[src/rtl/bram_pkg.sv]
// rtl/bram_pkg.sv - shared BRAM word/address defaults and loader state encoding
package bram_pkg;

    localparam int BRAM_DATA_W = 16;
    localparam int BRAM_ADDR_W = 4;
    localparam int BRAM_DEPTH  = 16;

    typedef enum logic [2:0] {
        FILL_LO   = 3'd0,
        FILL_HI   = 3'd1,
        FLUSH     = 3'd2,
        KICK      = 3'd3,
        WAIT_DONE = 3'd4
    } loader_state_e;

endpackage

[src/rtl/bram_stream_loader.sv]
// rtl/bram_stream_loader.sv - packs a byte stream into 16-bit BRAM frames, kicks the BRAM stage
// and waits for its done; reports per-frame checksum and a frame counter.
module bram_stream_loader
    import bram_pkg::*;
#(
    parameter int DATA_W = BRAM_DATA_W,
    parameter int ADDR_W = BRAM_ADDR_W,
    parameter int DEPTH  = BRAM_DEPTH
) (
    input  logic              clk,
    input  logic              rst,
    input  logic [7:0]        in_data,
    input  logic              in_valid,
    output logic              in_ready,
    output logic              wr_en,
    output logic [ADDR_W-1:0] wr_addr,
    output logic [DATA_W-1:0] wr_data,
    output logic              start,
    input  logic              done,
    output logic              busy,
    output logic [7:0]        frame_cnt,
    output logic [15:0]       checksum
);

    localparam logic [ADDR_W-1:0] LAST_IDX = ADDR_W'(DEPTH - 1);

    loader_state_e     state_q, state_d;
    logic [ADDR_W-1:0] idx_q, idx_d;
    logic [7:0]        lo_q, lo_d;
    logic [15:0]       sum_q, sum_d;
    logic [15:0]       checksum_q, checksum_d;
    logic [7:0]        frame_cnt_q, frame_cnt_d;
    logic              wr_en_q, wr_en_d;
    logic [ADDR_W-1:0] wr_addr_q, wr_addr_d;
    logic [DATA_W-1:0] wr_data_q, wr_data_d;
    logic [DATA_W-1:0] word_w;

    assign word_w = {in_data, lo_q};

    always_ff @(posedge clk) begin
        if (rst) begin
            state_q     <= FILL_LO;
            idx_q       <= '0;
            lo_q        <= '0;
            sum_q       <= '0;
            checksum_q  <= '0;
            frame_cnt_q <= '0;
            wr_en_q     <= 1'b0;
            wr_addr_q   <= '0;
            wr_data_q   <= '0;
        end else begin
            state_q     <= state_d;
            idx_q       <= idx_d;
            lo_q        <= lo_d;
            sum_q       <= sum_d;
            checksum_q  <= checksum_d;
            frame_cnt_q <= frame_cnt_d;
            wr_en_q     <= wr_en_d;
            wr_addr_q   <= wr_addr_d;
            wr_data_q   <= wr_data_d;
        end
    end

    always_comb begin
        state_d     = state_q;
        idx_d       = idx_q;
        lo_d        = lo_q;
        sum_d       = sum_q;
        checksum_d  = checksum_q;
        frame_cnt_d = frame_cnt_q;
        wr_en_d     = 1'b0;
        wr_addr_d   = wr_addr_q;
        wr_data_d   = wr_data_q;
        case (state_q)
            FILL_LO: begin
                if (in_valid) begin
                    lo_d    = in_data;
                    state_d = FILL_HI;
                end
            end
            FILL_HI: begin
                if (in_valid) begin
                    wr_en_d   = 1'b1;
                    wr_addr_d = idx_q;
                    wr_data_d = word_w;
                    sum_d     = sum_q + 16'(word_w);
                    if (idx_q < LAST_IDX) begin
                        idx_d   = idx_q + ADDR_W'(1);
                        state_d = FILL_LO;
                    end else begin
                        state_d = FLUSH;
                    end
                end
            end
            FLUSH: begin
                // Load here so the new checksum is already visible alongside start.
                checksum_d = sum_q;
                state_d    = KICK;
            end
            KICK: begin
                state_d = WAIT_DONE;
            end
            WAIT_DONE: begin
                if (done) begin
                    frame_cnt_d = frame_cnt_q + 8'd1;
                    sum_d       = '0;
                    idx_d       = '0;
                    state_d     = FILL_LO;
                end
            end
            default: begin
                state_d = FILL_LO;
            end
        endcase
    end

    assign in_ready  = !rst && ((state_q == FILL_LO) || (state_q == FILL_HI));
    assign start     = !rst && (state_q == KICK);
    assign busy      = !rst && !((state_q == FILL_LO) && (idx_q == '0));
    assign wr_en     = wr_en_q;
    assign wr_addr   = wr_addr_q;
    assign wr_data   = wr_data_q;
    assign frame_cnt = frame_cnt_q;
    assign checksum  = checksum_q;

endmodule

[config.mk]
export PLATFORM = sky130hd
export DESIGN_NAME = bram_stream_loader
export DESIGN_NICKNAME = d
export VERILOG_FILES = /design/src/rtl/bram_pkg.sv /design/src/rtl/bram_stream_loader.sv
export SDC_FILE = /design/constraint.sdc
export NUM_CORES = 1
export LEC_CHECK = 0
export BUFFER_PORTS_ARGS = -buffer_cell sky130_fd_sc_hd__buf_4
export CORE_MARGIN = 5
export CORE_UTILIZATION = 40
export CTS_CLUSTER_DIAMETER = 30
export CTS_CLUSTER_SIZE = 20
export DETAILED_ROUTE_END_ITERATION = 8
export HOLD_SLACK_MARGIN = 0.08
export PLACE_DENSITY = 0.7
export SYNTH_ARGS = -nofsm -noshare
export SYNTH_HDL_FRONTEND = slang
export SYNTH_SLANG_ARGS = --single-unit
[constraint.sdc]
create_clock -name clk -period 3.2 [get_ports clk]
set_input_delay 0.16 -clock clk [delete_from_list [all_inputs] [get_ports clk]]
set_output_delay 0.16 -clock clk [all_outputs]
set_load 0.05 [all_outputs]
==> results.yml, run 1 <==
clock_network:
  hold_buffers: 0
  cts.sinks: 76
  cts_tree: "built"
  cts_setup_buffers: 0
  cts_resized: 0
  path_clk_slew_ps: 80
  h-tree-depth: 3
  cts-root-buf: "clkbuf_8"
  numCtsBuffers: 9
  clock_latency_ps: 340
  clock_tree.buffer_depth: 2
placement:
  globalplace.congestion: 0.884
  portBuffers: 59
  dpl.hpwl_um: 6430
synthesis:
  yosysUniqueCellTypes: 58
  ys_async_sr_fraction: 0
  synth_top_area_cell: "dfxtp_1"
  synth_area_per_cell_sq_um: 8.27
  ys_ff_latch: 76
  synth_area_sq_um: 3550
  yosysTopAreaCellShare: 0.428
  synth_seq_area_share: 0.428
  synth_cells: 430
  synth_edf_count: 0
  ys_warn_count: 0
  ys_dominant_reg_cell: "dfxtp_1"
  syn_nets: 461
  synth_area_leaders: "dfxtp_1 (43%), nand2_1 (11%), a21oi_1 (8.6%)"
timing:
  grt_setup_unrepaired: "no"
  fin_crit_sh: 0.730
  holdWs_ps: 89.4
  finalSetupTns_ps: 0
  fmax_mhz: 428
  skew_ps: 8.01
  tightest_slew_ps: 802
  maxSlewHeadroom: 0.464
  hold_violations: 0
  setup_viol: 0
  slew_violations: 0
  fin_crit_ps: 2340
pwr:
  p_leak_nw: 1.76
  ir_drop_uv: 231
  p_per_area_nw_per_um2: 475
  total_power_mw: 2.04
global_routing:
  grtUsageTotal: 0.162
  grt_use_met1: 0.217
  top_usage_layer: "met2"
  met3_usage: 0.0497
  grt_pass1_wl_um: 14800
  grt_max_degree: 43
  gr-total-overflow: 0
  antenna_found_initial: 0
  use_met2: 0.256
  grt_pass1_vias: 3034
floorplanning:
  num_rows: 34
  core_sq_um: 8680
  io_pins: 60
  dieWidth_um: 104
  dieArea_sq_um: 10900
  die_h_um: 104
  initial_core_util: 0.410
drt:
  drt_first_pass_iters: 5
  viasPerCell: 5.33
  wirelength_um: 8810
  dr_total_vias: 3171
  drtIter0Drc: 154
  drc: 0
  wl_per_cell_um: 14.8
  ant_nets: 0
critical_path:
  cp.arrival_ps: 2570
  path_max_fanout: 4
  critical_path_class: "reg2reg"
  cp_data_required_time_ps: 3440
  cp-end-kind: "flip-flop"
  start_kind: "flip-flop"
finish:
  final_cell_mix: "nand2_1 (100), dfxtp_1 (76), buf_4 (64), a21oi_1 (61), nor2_1 (24)"
  multi_input_area_sq_um: 1920
  finalNetCount: 513
  antenna_cells: 0
  seqCellArea_sq_um: 1520
  area_delta_synth_final_pct: 21.0
  drive_gt1_frac: 0.183
  final_common_cell: "nand2_1"
  n_fill_cell: 881
job:
  drv_cap: 0
run_status:
  status: "completed"
worst_hold_path:
  holdCritPathClass: "in2reg"
## cells by family (layout without fill, tap and decap cells)
kind of cell    Yosys count  in the layout  share of synthesized area
compound gates          109            109                      0.194
xor+xnor                 20             20                     0.0493
fa+ha+maj                19             19                     0.0690
buf+inv                  31             88                     0.0345
simple gates            174            174                      0.222
mux                       1              1                    0.00282
flops                    76             76                      0.428
## synthesized netlist by cell type, types with 5 or more instances
cell      instances
a21o_1            6
a21oi_1          61
a22o_1            5
clkbuf_1         19
dfxtp_1          76
ha_1             18
inv_1             8
nand2_1         100
nand3_1           7
nor2_1           24
nor3_1           11
o21ai_0           5
xnor2_1           8
xor2_1           12
## layout make-up
type                            count  area share
Multi-Input combinational cell    323       0.445
Inverter                            8     0.00698
Tap cell                          108      0.0314
Timing Repair Buffer               64       0.112
Clock inverter                      4      0.0169
Sequential cell                    76       0.354
Clock buffer                       12      0.0338
## routing by layer
| layer | wire length (um) | vias up |
|---|---|---|
| met1 | 4120 | 1488 |
| li1 | - | 1594 |
| met2 | 4040 | 81 |
| met3 | 563 | 8 |
| met4 | 87 | 0 |
| met5 | 0 | - |
## per-stage QoR
step                      worst slack (ps)  cell area [sq um]   util  std cells
after floorplan                        991               3550      -        430
after global placement                 923               4080  0.470        579
after detailed placement               882               4080  0.470        579
after CTS                              875               4300  0.496        595
after global routing                   733               4300  0.496        595
final                                  864               4300  0.496        595
## final timing paths
path,from,endpoint,slack (ps),cells after the start
worst min-delay path,in_data[0],wr_data[8],90,3
worst max-delay path,lo_q[0],sum_q[12],860,9
worst min register to register,wr_addr[1],wr_addr[1],460,2
worst max register to register,lo_q[0],sum_q[12],860,9
## registers in the layout (all words and copies together), names as in the netlist
register and count:
lo_q 8, sum_q 16, frame_cnt 8, wr_addr 4, idx_q 4, wr_en 1, state_q 3, checksum 16
wr_data 16
## worst max-delay path, cell delays in order (launching register included)
cell     delay, ps
dfxtp_1        330
ha_1           240
inv_1           80
fa_1           240
nor2b_4         50
o31a_1         290
o31a_1         280
or2_4          270
a31o_1         220
a211o_1        240
## report_power, final
group	switching (mW)	internal, mW	total [mW]
Sequential	0.0230	0.970	0.993
Combinational	0.154	0.0857	0.240
Clock	0.349	0.460	0.809
Total	0.526	1.52	2.04
Note: power is estimated with default switching activity, not from simulation.
==> run 2: changes to the inputs <==
ABC_AREA = 1   (was unset)
PLACE_DENSITY = 0.72   (was 0.7)
clock period = 2 ns   (was 3.2 ns; I/O delays follow)
==> run 2 against run 1 <==
- die area up 4.5%
- total power up 69%
- combinational power rose to 2.5 times the previous value
- cell count up 22%
- global-route usage up 1.6 points
- critical endpoint is now sum_q[8]
- highest routed layer unchanged
==> results.yml, run 2 <==
run_status:
  status: "completed"
synthesis:
  yosysUniqueCellTypes: 27
  synth_edf_count: 0
  synth_compound_area_frac: 0.134
  ys_async_sr_fraction: 0
  synth_top_family_by_area: "simple AND/OR/NAND/NOR gates"
  synth.most_common_cell: "nand2_1"
  synth_area_sq_um: 3730
  yosysTopAreaCellShare: 0.408
  synth_area_per_cell_sq_um: 6.90
  synthAdderAreaFrac: 0.0657
  ys_ff_latch: 76
  synth_area_leaders: "dfxtp_1 (41%), nand2_1 (11%), nor2_1 (9.3%)"
  synthTopCellsByCount: "nand2_1 (113), nor2_1 (93), dfxtp_1 (76)"
  synth_seq_area_share: 0.408
  synth_mux_area_frac: 0
  ys_dominant_reg_cell: "dfxtp_1"
  synth_top_area_cell: "dfxtp_1"
  syn_nets: 572
  synth_xor_area_frac: 0.00938
  ys_warn_count: 0
  synth_cells: 541
  synth-simple-area-share: 0.302
clock_network:
  path_clk_slew_ps: 80
  clock_latency_ps: 360
  numCtsBuffers: 9
  cts_tree: "built"
  cts-root-buf: "clkbuf_8"
  cts.sinks: 76
  clock_tree.buffer_depth: 2
  h-tree-depth: 3
critical_path:
  critical_path_class: "reg2reg"
  cp_data_required_time_ps: 2230
  cp.arrival_ps: 2090
  cp-end-kind: "flip-flop"
  start_kind: "flip-flop"
  path_max_fanout: 4
finish:
  antenna_cells: 0
  n_fill_cell: 909
  finalNetCount: 640
  area_delta_synth_final_pct: 22.7
  final_cell_mix: "nand2_1 (113), nor2_1 (93), dfxtp_1 (74), buf_4 (65), inv_1 (58)"
  drive_gt1_frac: 0.158
  final_common_cell: "nand2_1"
  layoutNonFillerInstCount: 725
pwr:
  p_seq_frac: 0.473
  share_comb_of_total_power: 0.175
  p_leak_nw: 2.28
  switching_share: 0.306
  total_power_mw: 3.46
  ir_drop_uv: 544
  p_per_area_nw_per_um2: 754
  intPower_mw: 2.40
  p_switching_mw: 1.06
  clkPwrFrac: 0.352
drt:
  ant_nets: 0
  wirelength_um: 9840
  wl_per_cell_um: 13.6
  viasPerCell: 4.96
  drtIter0Drc: 172
  dr_total_vias: 3593
  drc: 0
  drt_first_pass_iters: 4
global_routing:
  grt_pass1_wl_um: 16400
  use_met2: 0.286
  grt_use_met1: 0.240
  grt_pass1_vias: 3446
  top_usage_layer: "met2"
  met3_usage: 0.0307
  grtUsageTotal: 0.178
  gr-total-overflow: 0
  antenna_found_initial: 0
  grt_max_degree: 30
placement:
  place_ws_ps: 109
  portBuffers: 59
  place_inst: 700
  globalplace.congestion: 0.885
  dpl.hpwl_um: 6980
floorplanning:
  dieWidth_um: 107
  core_sq_um: 9150
  die_h_um: 107
  num_rows: 35
  initial_core_util: 0.408
  io_pins: 60
  dieArea_sq_um: 11400
timing:
  fin_crit_sh: 0.927
  slew_violations: 0
  hold_violations: 0
  holdWs_ps: 141
  fmax_mhz: 540
  timing.final.ws_setup_ps: 147
  grt_setup_unrepaired: "no"
  fin_crit_ps: 1850
  maxSlewHeadroom: 0.526
  tightest_slew_ps: 710
  setup_viol: 0
  finalSetupTns_ps: 0
  skew_ps: 8.11
worst_hold_path:
  holdCritPathClass: "in2reg"
job:
  drv_cap: 0
==> run 2: routing by layer <==
| layer | part of all wire | up-vias |
|---|---|---|
| li1 | - | 1865 |
| met1 | 0.46 | 1623 |
| met2 | 0.46 | 92 |
| met3 | 0.064 | 13 |
| met4 | 0.020 | 0 |
| met5 | 0 | - |
==> run 2: worst paths after layout <==
kind | depth (start not counted) | from | endpoint | slack [ps]
worst max-delay path | 10 | lo_q[0] | sum_q[8] | 150
worst min-delay path | 4 | done | state_q[2] | 140
worst max register to register | 10 | lo_q[0] | sum_q[8] | 150
worst min register to register | 2 | sum_q[0] | sum_q[0] | 490
==> run 2: cells by family (layout without fill, tap and decap cells) <==
| logic type | Yosys count | in the layout |
|---|---|---|
| AO/OA/AOI/OAI | 99 | 99 |
| XOR/XNOR | 4 | 4 |
| adder cells (fa/ha/maj) | 19 | 19 |
| buffers and inverters | 77 | 150 |
| flip-flops | 76 | 76 |
| AND/OR/NAND/NOR | 266 | 266 |
==> run 2: final cells by class <==
cell class	count	area (sq um)	area share
multi-input cells	388	1910	0.418
flip-flops and latches	76	1520	0.333
repair buffers	74	578	0.126
inverters	60	225	0.0492
clock buffers	11	141	0.0309
well taps	111	139	0.0303
clock inverters	5	60.1	0.0131
==> run 2: worst max-delay path: stages (launching register included) <==
cell	delay, ps
dfxtp_2	350
ha_1	160
inv_1	60
fa_1	390
inv_1	90
nand3_1	90
nand3_2	100
a21oi_1	80
or2_2	270
nand3_1	70
a21oi_1	60
==> run 2: timing repair <==
item | in CTS | in global routing
resized for setup | 0 | 3
setup endpoints to repair | 0 | 1
setup buffers | 0 | 0
hold buffers | 9 | 0
endpoints found under the hold margin | 15 | 0
==> run 2: power by group through the flow <==
stage	Combinational [mW]	Clock, mW	Sequential (mW)
final	0.605	1.22	1.64
after floorplan	0.320	0	1.76
after CTS	0.605	1.23	1.63
after global routing	0.670	1.29	1.64
after detailed placement	0.588	0	1.67
after global placement	0.579	0	1.67
==> run 2: per-stage QoR <==
| stage | util | area, sq um |
|---|---|---|
| CTS | 0.500 | 4570 |
| finish | 0.500 | 4580 |
| global route | 0.500 | 4580 |
| global placement | 0.468 | 4280 |
| floorplan | - | 3730 |
| detailed placement | 0.468 | 4280 |
==> run 3: changes to the inputs <==
CORE_ASPECT_RATIO = 1.75   (was unset)
CORE_UTILIZATION = 51   (was 40)
PLACE_DENSITY = 0.86   (was 0.72)
SETUP_SLACK_MARGIN = 0.3   (was unset)
==> run 3 against run 2 <==
- routed wire length rose by 12%
- largest power group is now the clock network
- highest routed layer unchanged
- clock skew fell by 1.7 ps
- critical endpoint is now sum_q[12]
- die area fell by 19%
- cell area rose by 7.4%
- sequential cell count did not move
- non-clock buffer count rose by 9
==> results.yml, run 3 (synthesis gave the netlist of run 2 again) <==
global_routing:
  grt_pass1_vias: 3782
  grtUsageTotal: 0.237
  grt_max_degree: 33
  grt_pass1_wl_um: 16600
  gr-total-overflow: 0
  antenna_found_initial: 0
clock_network:
  h-tree-depth: 3
  cts_tree: "built"
  cts.sinks: 76
  numCtsBuffers: 9
  clock_latency_ps: 340
  clock_tree.buffer_depth: 2
  path_clk_slew_ps: 60
  cts-root-buf: "clkbuf_16"
floorplanning:
  initial_core_util: 0.520
  core_sq_um: 7180
  dieArea_sq_um: 9200
  num_rows: 41
  dieWidth_um: 74.7
  die_h_um: 123
  io_pins: 60
drt:
  wirelength_um: 11000
  dr_total_vias: 3900
  viasPerCell: 5.50
  drt_first_pass_iters: 5
  drtIter0Drc: 228
  ant_nets: 0
  wl_per_cell_um: 15.5
  drc: 0
timing:
  tightest_slew_ps: 466
  grt_setup_unrepaired: "yes"
  finalSetupTns_ps: 0
  hold_violations: 0
  timing.final.ws_setup_ps: 285
  maxSlewHeadroom: 0.689
  setup_viol: 0
  holdWs_ps: 89.4
  skew_ps: 6.44
  slew_violations: 0
  fin_crit_sh: 0.857
  fmax_mhz: 583
  fin_crit_ps: 1710
critical_path:
  critical_path_class: "reg2reg"
  path_max_fanout: 3
  ff2ff_setup_slack_ps: 290
  cp.arrival_ps: 1920
  start_kind: "flip-flop"
  cp_data_required_time_ps: 2210
  cp-end-kind: "flip-flop"
run_status:
  status: "completed"
pwr:
  clkPwrFrac: 0.427
  total_power_mw: 4.06
  p_switching_mw: 1.14
  share_comb_of_total_power: 0.167
  ir_drop_uv: 479
  p_seq_frac: 0.406
  p_per_area_nw_per_um2: 824
  p_leak_nw: 2.36
  switching_share: 0.280
  intPower_mw: 2.92
placement:
  globalplace.congestion: 0.926
  placed_cell_area_sq_um: 4250
  portBuffers: 59
  place_ws_ps: 178
  dpl.hpwl_um: 7540
finish:
  final_common_cell: "nand2_1"
  area_delta_synth_final_pct: 31.8
  final_cell_mix: "nand2_1 (108), nor2_1 (93), buf_4 (74), dfxtp_1 (67), inv_1 (56)"
  finalNetCount: 649
  finalInstanceArea_sq_um: 4920
  antenna_cells: 0
  drive_gt1_frac: 0.233
worst_hold_path:
  holdCritPathClass: "in2reg"
job:
  drv_cap: 0
==> run 3: path summary, 6_finish.rpt <==
kind,endpoint,from,depth (start not counted)
worst min-delay path,lo_q[2],in_valid,3
worst max-delay path,sum_q[12],sum_q[0],12
worst min register to register,idx_q[0],idx_q[0],2
worst max register to register,sum_q[12],sum_q[0],12
==> run 3: power groups by stage <==
stage | sequential (mW) | combinational (mW) | clock (mW)
CTS | 1.64 | 0.617 | 1.75
floorplan | 1.76 | 0.321 | 0
global placement | 1.67 | 0.577 | 0
global route | 1.65 | 0.728 | 1.81
finish | 1.65 | 0.679 | 1.73
detailed placement | 1.67 | 0.592 | 0
==> run 3: what timing repair did <==
| item | in CTS | in global routing |
|---|---|---|
| hold buffers | 8 | 0 |
| resized for setup | 9 | 36 |
| setup buffers | 4 | 7 |
| hold endpoints to repair | 13 | 0 |
| pin swaps | 2 | 4 |
| setup endpoints to repair | 1 | 21 |
==> run 3: critical path, stage by stage (launching register included) <==
cell	delay (ps)
dfxtp_2	360
ha_4	140
inv_1	50
fa_2	340
inv_2	80
nand3_2	80
nand3_2	90
buf_4	130
nand3_2	70
nand3_1	90
nand2_1	50
nand3_1	60
a21oi_1	60
==> run 3: per-layer routing <==
| layer | up-vias | share of wire | GRT usage |
|---|---|---|---|
| met2 | 127 | 0.56 | 0.452 |
| met3 | 39 | 0.040 | 0.0399 |
| li1 | 1891 | - | - |
| met4 | 0 | 0.047 | 0.153 |
| met1 | 1843 | 0.35 | 0.219 |
| met5 | - | 0 | 0 |
==> run 3: area by class of cell <==
cell class / count / area [sq um]
clock inverter: 6 / 88.8
tap: 86 / 108
timing repair buffer: 83 / 647
fill: 564 / 2260
inverter: 60 / 225
multi-input combinational: 388 / 2090
sequential: 76 / 1530
clock buffer: 10 / 229
==> run 3: metrics by stage <==
step | cells | util
after floorplan | 541 | -
after detailed placement | 674 | 0.592
after CTS | 702 | 0.656
final | 709 | 0.685
after global routing | 709 | 0.685
after global placement | 674 | 0.592
